$ cat src/rtl/dmac_pkg.sv
// Shared types and constants for the DMA channel sequencer.
package dmac_pkg;

  // Channel index width; the all-ones code is reserved to mean "no channel".
  localparam int CH_IDX_W = 3;
  localparam logic [CH_IDX_W-1:0] CH_NONE = 3'b111;

  typedef enum logic [2:0] {
    IDLE  = 3'd0,
    FLUSH = 3'd1,
    FILL  = 3'd2,
    DRAIN = 3'd3,
    DONE  = 3'd4,
    ABORT = 3'd5
  } dmacState_t;

endpackage

$ cat src/rtl/dmac_rr_arbiter.sv
// Combinational round-robin arbiter: picks the first eligible channel
// after the previously granted one, wrapping at NUM_CH.
module dmac_rr_arbiter
  import dmac_pkg::*;
#(
  parameter int NUM_CH = 6
) (
  input  logic [NUM_CH-1:0]   elig,
  input  logic [CH_IDX_W-1:0] LastGrant,
  output logic                GrantValid,
  output logic [CH_IDX_W-1:0] GrantIdx
);

  int                  candSum;
  logic [CH_IDX_W-1:0] candIdx;

  // Walk the channels starting at LastGrant+1; the first set bit wins, so the
  // previous winner is only reconsidered after every other channel.
  always_comb begin
    GrantValid = 1'b0;
    GrantIdx   = CH_NONE;
    candSum    = 0;
    candIdx    = '0;
    for (int i = 1; i <= NUM_CH; i++) begin
      candSum = int'(LastGrant) + i;
      if (candSum >= NUM_CH) begin
        candSum = candSum - NUM_CH;
      end
      candIdx = CH_IDX_W'(candSum);
      if (!GrantValid && elig[candIdx]) begin
        GrantValid = 1'b1;
        GrantIdx   = candIdx;
      end
    end
  end

endmodule

$ cat src/rtl/dmac_channel_ctrl.sv
// Per-grant DMA channel sequencer: arbitrate, flush, fill, drain, report.
//
// state | meaning
// ------+--------------------------------------------------------------
// IDLE  | no channel active; arbitrate among requesting, enabled channels
// FLUSH | one-cycle FIFOReset of the granted channel's FIFO
// FILL  | push BURST_LEN source beats (WriteDataEnable follows SrcDataValid)
// DRAIN | pop BURST_LEN beats to destination (ReadDataEnable follows DstReady)
// DONE  | one-cycle ChannelDone pulse, release the channel
// ABORT | enable dropped mid-transfer: flush FIFO, ChannelAbort pulse, release
module dmac_channel_ctrl
  import dmac_pkg::*;
#(
  parameter int NUM_CH    = 6,
  parameter int BURST_LEN = 8,
  parameter int CNT_W     = $clog2(BURST_LEN + 1)
) (
  input  logic                clk,
  input  logic                rst,
  input  logic [NUM_CH-1:0]   ChannelRequest,
  input  logic [NUM_CH-1:0]   ChannelEnable,
  input  logic                SrcDataValid,
  input  logic                DstReady,
  output logic [CH_IDX_W-1:0] DMACActivedChannel,
  output logic                FIFOReset,
  output logic                WriteDataEnable,
  output logic                ReadDataEnable,
  output logic [NUM_CH-1:0]   ChannelDone,
  output logic [NUM_CH-1:0]   ChannelAbort,
  output logic                Busy
);

  localparam logic [CNT_W-1:0] LAST_BEAT = CNT_W'(BURST_LEN - 1);

  dmacState_t          state;
  dmacState_t          nextState;
  logic [CH_IDX_W-1:0] lastGrant;
  logic [CNT_W-1:0]    beatCnt;

  logic [NUM_CH-1:0]   elig;
  logic [NUM_CH-1:0]   chOneHot;
  logic                grantValid;
  logic [CH_IDX_W-1:0] grantIdx;
  logic                inXfer;
  logic                chEnabled;
  logic                abortNow;
  logic                fillBeat;
  logic                drainBeat;
  logic                beatIsLast;

  assign elig = ChannelRequest & ChannelEnable;

  dmac_rr_arbiter #(
    .NUM_CH (NUM_CH)
  ) u_arb (
    .elig       (elig),
    .LastGrant  (lastGrant),
    .GrantValid (grantValid),
    .GrantIdx   (grantIdx)
  );

  // Active channel as a one-hot mask; all zero while no channel is held, so
  // the enable lookup never indexes outside the channel vector.
  always_comb begin
    chOneHot = '0;
    for (int i = 0; i < NUM_CH; i++) begin
      chOneHot[i] = (DMACActivedChannel == CH_IDX_W'(i));
    end
  end

  assign inXfer     = (state == FLUSH) || (state == FILL) || (state == DRAIN);
  assign chEnabled  = |(ChannelEnable & chOneHot);
  assign abortNow   = inXfer && !chEnabled;
  assign fillBeat   = (state == FILL) && chEnabled && SrcDataValid;
  assign drainBeat  = (state == DRAIN) && chEnabled && DstReady;
  assign beatIsLast = (beatCnt == LAST_BEAT);

  // State register.
  always_ff @(posedge clk) begin
    if (rst) begin
      state <= IDLE;
    end else begin
      state <= nextState;
    end
  end

  // Next-state decode; an enable drop beats any beat-count transition.
  always_comb begin
    nextState = state;
    case (state)
      IDLE: begin
        if (grantValid) nextState = FLUSH;
      end
      FLUSH: begin
        nextState = abortNow ? ABORT : FILL;
      end
      FILL: begin
        if (abortNow) begin
          nextState = ABORT;
        end else if (fillBeat && beatIsLast) begin
          nextState = DRAIN;
        end
      end
      DRAIN: begin
        if (abortNow) begin
          nextState = ABORT;
        end else if (drainBeat && beatIsLast) begin
          nextState = DONE;
        end
      end
      DONE:    nextState = IDLE;
      ABORT:   nextState = IDLE;
      default: nextState = IDLE;
    endcase
  end

  // Output decode; strobes are suppressed in the cycle an abort is detected,
  // and only one of the three FIFO strobes can ever be active per state.
  always_comb begin
    FIFOReset       = ((state == FLUSH) && !abortNow) || (state == ABORT);
    WriteDataEnable = fillBeat;
    ReadDataEnable  = drainBeat;
    ChannelDone     = (state == DONE)  ? chOneHot : '0;
    ChannelAbort    = (state == ABORT) ? chOneHot : '0;
    Busy            = (state != IDLE);
  end

  // Grant capture, channel release and beat counting.
  always_ff @(posedge clk) begin
    if (rst) begin
      DMACActivedChannel <= CH_NONE;
      lastGrant          <= CH_IDX_W'(NUM_CH - 1);
      beatCnt            <= '0;
    end else begin
      case (state)
        IDLE: begin
          if (grantValid) begin
            DMACActivedChannel <= grantIdx;
            lastGrant          <= grantIdx;
          end
        end
        FLUSH: begin
          beatCnt <= '0;
        end
        FILL: begin
          if (fillBeat) beatCnt <= beatIsLast ? '0 : beatCnt + 1'b1;
        end
        DRAIN: begin
          if (drainBeat) beatCnt <= beatIsLast ? '0 : beatCnt + 1'b1;
        end
        DONE: begin
          DMACActivedChannel <= CH_NONE;
        end
        ABORT: begin
          DMACActivedChannel <= CH_NONE;
          beatCnt            <= '0;
        end
        default: begin
          DMACActivedChannel <= CH_NONE;
        end
      endcase
    end
  end

endmodule
$ cat config.mk
export PLATFORM = sky130hd
export DESIGN_NAME = dmac_channel_ctrl
export DESIGN_NICKNAME = d
export VERILOG_FILES = /design/src/rtl/dmac_pkg.sv /design/src/rtl/dmac_rr_arbiter.sv /design/src/rtl/dmac_channel_ctrl.sv
export SDC_FILE = /design/constraint.sdc
export NUM_CORES = 1
export LEC_CHECK = 0
export ABC_AREA = 1
export BUFFER_PORTS_ARGS = -buffer_cell sky130_fd_sc_hd__buf_2
export CAP_MARGIN = 30
export CORE_ASPECT_RATIO = 0.7
export CORE_MARGIN = 4
export CORE_UTILIZATION = 30
export DETAILED_ROUTE_END_ITERATION = 10
export PLACE_DENSITY_LB_ADDON = 0.08
export SETUP_SLACK_MARGIN = 0.15
export SYNTH_ARGS = -nofsm -noshare
export SYNTH_HDL_FRONTEND = slang
export SYNTH_SLANG_ARGS = --single-unit
$ cat constraint.sdc
create_clock -name clk -period 2.67 [get_ports clk]
set_input_delay 0.267 -clock clk [delete_from_list [all_inputs] [get_ports clk]]
set_output_delay 0.267 -clock clk [all_outputs]
set_load 0.02 [all_outputs]
==> results.yml <==
run_status:
  status: "finished, final reports clean"
route:
  firstDrtPassIters: 4
  drt_iter0_drc: 129
  vias: 1980
  drtAntennaViolNets: 0
  viasPerCell: 4.56
  wirelength_um: 4820
  wl_per_cell_um: 11.1
  drc_errors: 0
die:
  die_x_um: 99.7
  start_util_pct: 30.8
  die_h_um: 72.2
  rows: 23
  core_area_um2: 5730
  dieArea_um2: 7200
  pin_count: 35
synthesis:
  synth.cell_area_um2: 1770
  synthMuxAreaShare_pct: 0
  synthSimpleGateAreaFrac_pct: 51.2
  ys_warn_count: 0
  ys_seq_elements: 13
  netlist_instances: 316
  synth_compound_area_share_pct: 10.8
  yosysSeqAreaShare_pct: 14.7
  synthDistinctLibCells: 28
  syn-num-nets: 343
  syn_area_per_cell_um2: 5.59
  synth_top_family_by_area: "simple AND/OR/NAND/NOR gates"
  synth_xor_area_share_pct: 1.84
  synth_adder_area_share_pct: 7.80
sta:
  rsz0062_at_grt: "false"
  tns_ns: 0
  fin_skew_ns: 0.00236
  timing.final.ws_setup_ns: 0.327
  worst-slew-pin-transition_ns: 0.580
  relSlewSlack_pct: 61.2
  hold_viol_final: 0
  setup_violations: 0
  fmax_mhz: 427
  finalCritPeriodShare_pct: 87.8
  min_period_ns: 2.34
  timing_max_transition_violations_final: 0
  holdWs_ns: 0.287
cts:
  root_buffer: "clkbuf_8"
  cts-htree-levels: 1
  clk-insertion-delay-late_ns: 0.24
  cts_tree: "built"
  ctsHoldBuffers: 0
  cts_made_buffers: 3
  cts.path.max_buffers: 2
  clock-sinks: 13
  path_clk_slew_ns: 0.06
worst_setup_path:
  end_kind: "flip-flop"
  path_class: "reg2reg"
  crit_path_start_kind: "flip-flop"
  critPathRequiredTime_ns: 2.81
  cp_data_arrival_time_ns: 2.48
  crit_fanout: 6
pwr:
  power.density_nw_per_um2: 1430
  p_leak_nw: 1.18
  vdd_drop_max_mv: 0.359
  finalPower_mw: 3.09
layout:
  drive_gt1_share_pct: 23.7
  syn2layout_area_growth_pct: 22.3
  most-common-layout-cells: "92 x nand2_1, 49 x inv_1, 34 x nor2_1, 34 x buf_2, 31 x nand3_1"
  final_cells: 434
  num-nets-final: 387
  final_common_cell: "nand2_1"
  antenna_cells: 0
placed_design:
  gp_congestion: 0.847
  dp_hpwl_um: 4080
  dp_cells: 428
  pre_cts_slack_ns: 0.224
  portBuffers: 34
grt:
  grt_usage_pct: 13.4
  grt_pass1_wl_um: 8010
  antenna_found_initial: 0
  grt_pass1_vias: 1707
  gr-total-overflow: 0
  grt_max_degree: 14
flow_run:
  drv_cap: 0
worst_hold_path:
  hp-class: "in2reg"
-- sequential cells by signal, indices dropped and copies added (netlist names) --
register,cells
beatCnt,4
DMACActivedChannel,3
lastGrant,3
state,3
-- cells in the mapped netlist (all sizes together) --
library cell  instances  area share (%)
a21oi                 9             2.6
a211oi                1            0.43
dfxtp                13              15
a31oi                 1            0.35
ha                   11             7.8
nor2                 38             9.5
nand4                 4             2.3
nand3b                1            0.43
buf                   2             1.3
o31ai                 1            0.71
o211ai                1            0.43
nor3b                 1            0.43
xor2                  2             1.8
nand2               106              25
o21ai                21             6.4
nor3                  9             2.6
nand3                35              11
or2                   2            0.71
inv                  58              12
-- worst max-delay path, stage by stage (launching register included) --
cell and delay (ns):
dfxtp_1 0.34, inv_2 0.06, buf_4 0.15, ha_1 0.37, inv_2 0.09, or2_0 0.24, o21ai_2 0.27, inv_2 0.10
nand4_1 0.15, inv_1 0.05, nand2_1 0.05, nand2_1 0.07, nand3_1 0.07, nand2_1 0.08, nand2_1 0.09, nand2_1 0.05
-- cell families (layout without fill, tap and decap cells) --
group	after synthesis	in the layout
DFF	13	13
and+or+nand+nor	196	196
buffers and inverters	60	103
xor gates and xnor gates	2	2
AOI/OAI and AO/OA	34	34
adders and majority gates	11	11
-- path summary, 6_finish.rpt --
| check | slack, ns | startpoint | endpoint | depth (start not counted) |
|---|---|---|---|---|
| min | 0.29 | rst | state[2]$_SDFFE_PP0P_ | 2 |
| max | 0.33 | lastGrant[1]$_SDFFE_PP0P_ | DMACActivedChannel[1]$_SDFFE_PP1P_ | 15 |
| min reg2reg | 0.50 | beatCnt[0]$_SDFFE_PP0P_ | beatCnt[0]$_SDFFE_PP0P_ | 2 |
| max reg2reg | 0.33 | lastGrant[1]$_SDFFE_PP0P_ | DMACActivedChannel[1]$_SDFFE_PP1P_ | 15 |
-- through the flow --
step / utilization, % / area, um2
global placement: 35.7 / 2040
finish: 37.7 / 2160
global route: 37.7 / 2160
detailed placement: 35.7 / 2040
CTS: 36.5 / 2090
floorplan: - / 1770
-- where the power goes --
| part | switching, mW | leakage, nW | total [mW] | internal (mW) |
|---|---|---|---|---|
| clock | 0.0717 | 0.0255 | 0.175 | 0.103 |
| sequential | 0.0726 | 0.107 | 0.339 | 0.267 |
| combinational | 1.70 | 1.05 | 2.58 | 0.873 |
| total | 1.85 | 1.18 | 3.09 | 1.24 |
-- timing repair --
action	CTS	global route
endpoints found under the hold margin	0	0
resized for setup	0	15
setup buffers	0	2
endpoints found under the setup margin	0	9
-- layer usage --
metal  GRT usage, %  part of all wire (%)  wire (um)
met5              0                     0          0
met4           1.36                  0.33         16
met1           22.2                    57       2770
met2           18.2                    35       1680
met3           2.02                   7.3        352
-- final cells by class --
class / instances / area, um2
Tap cell: 75 / 93.8
Timing Repair Buffer: 41 / 226
Fill cell: 616 / 3570
Inverter: 58 / 223
Sequential cell: 13 / 262
Clock buffer: 3 / 41.3
Multi-Input combinational cell: 243 / 1310
Clock inverter: 1 / 5.00
Power figures use the tool's default switching activity.
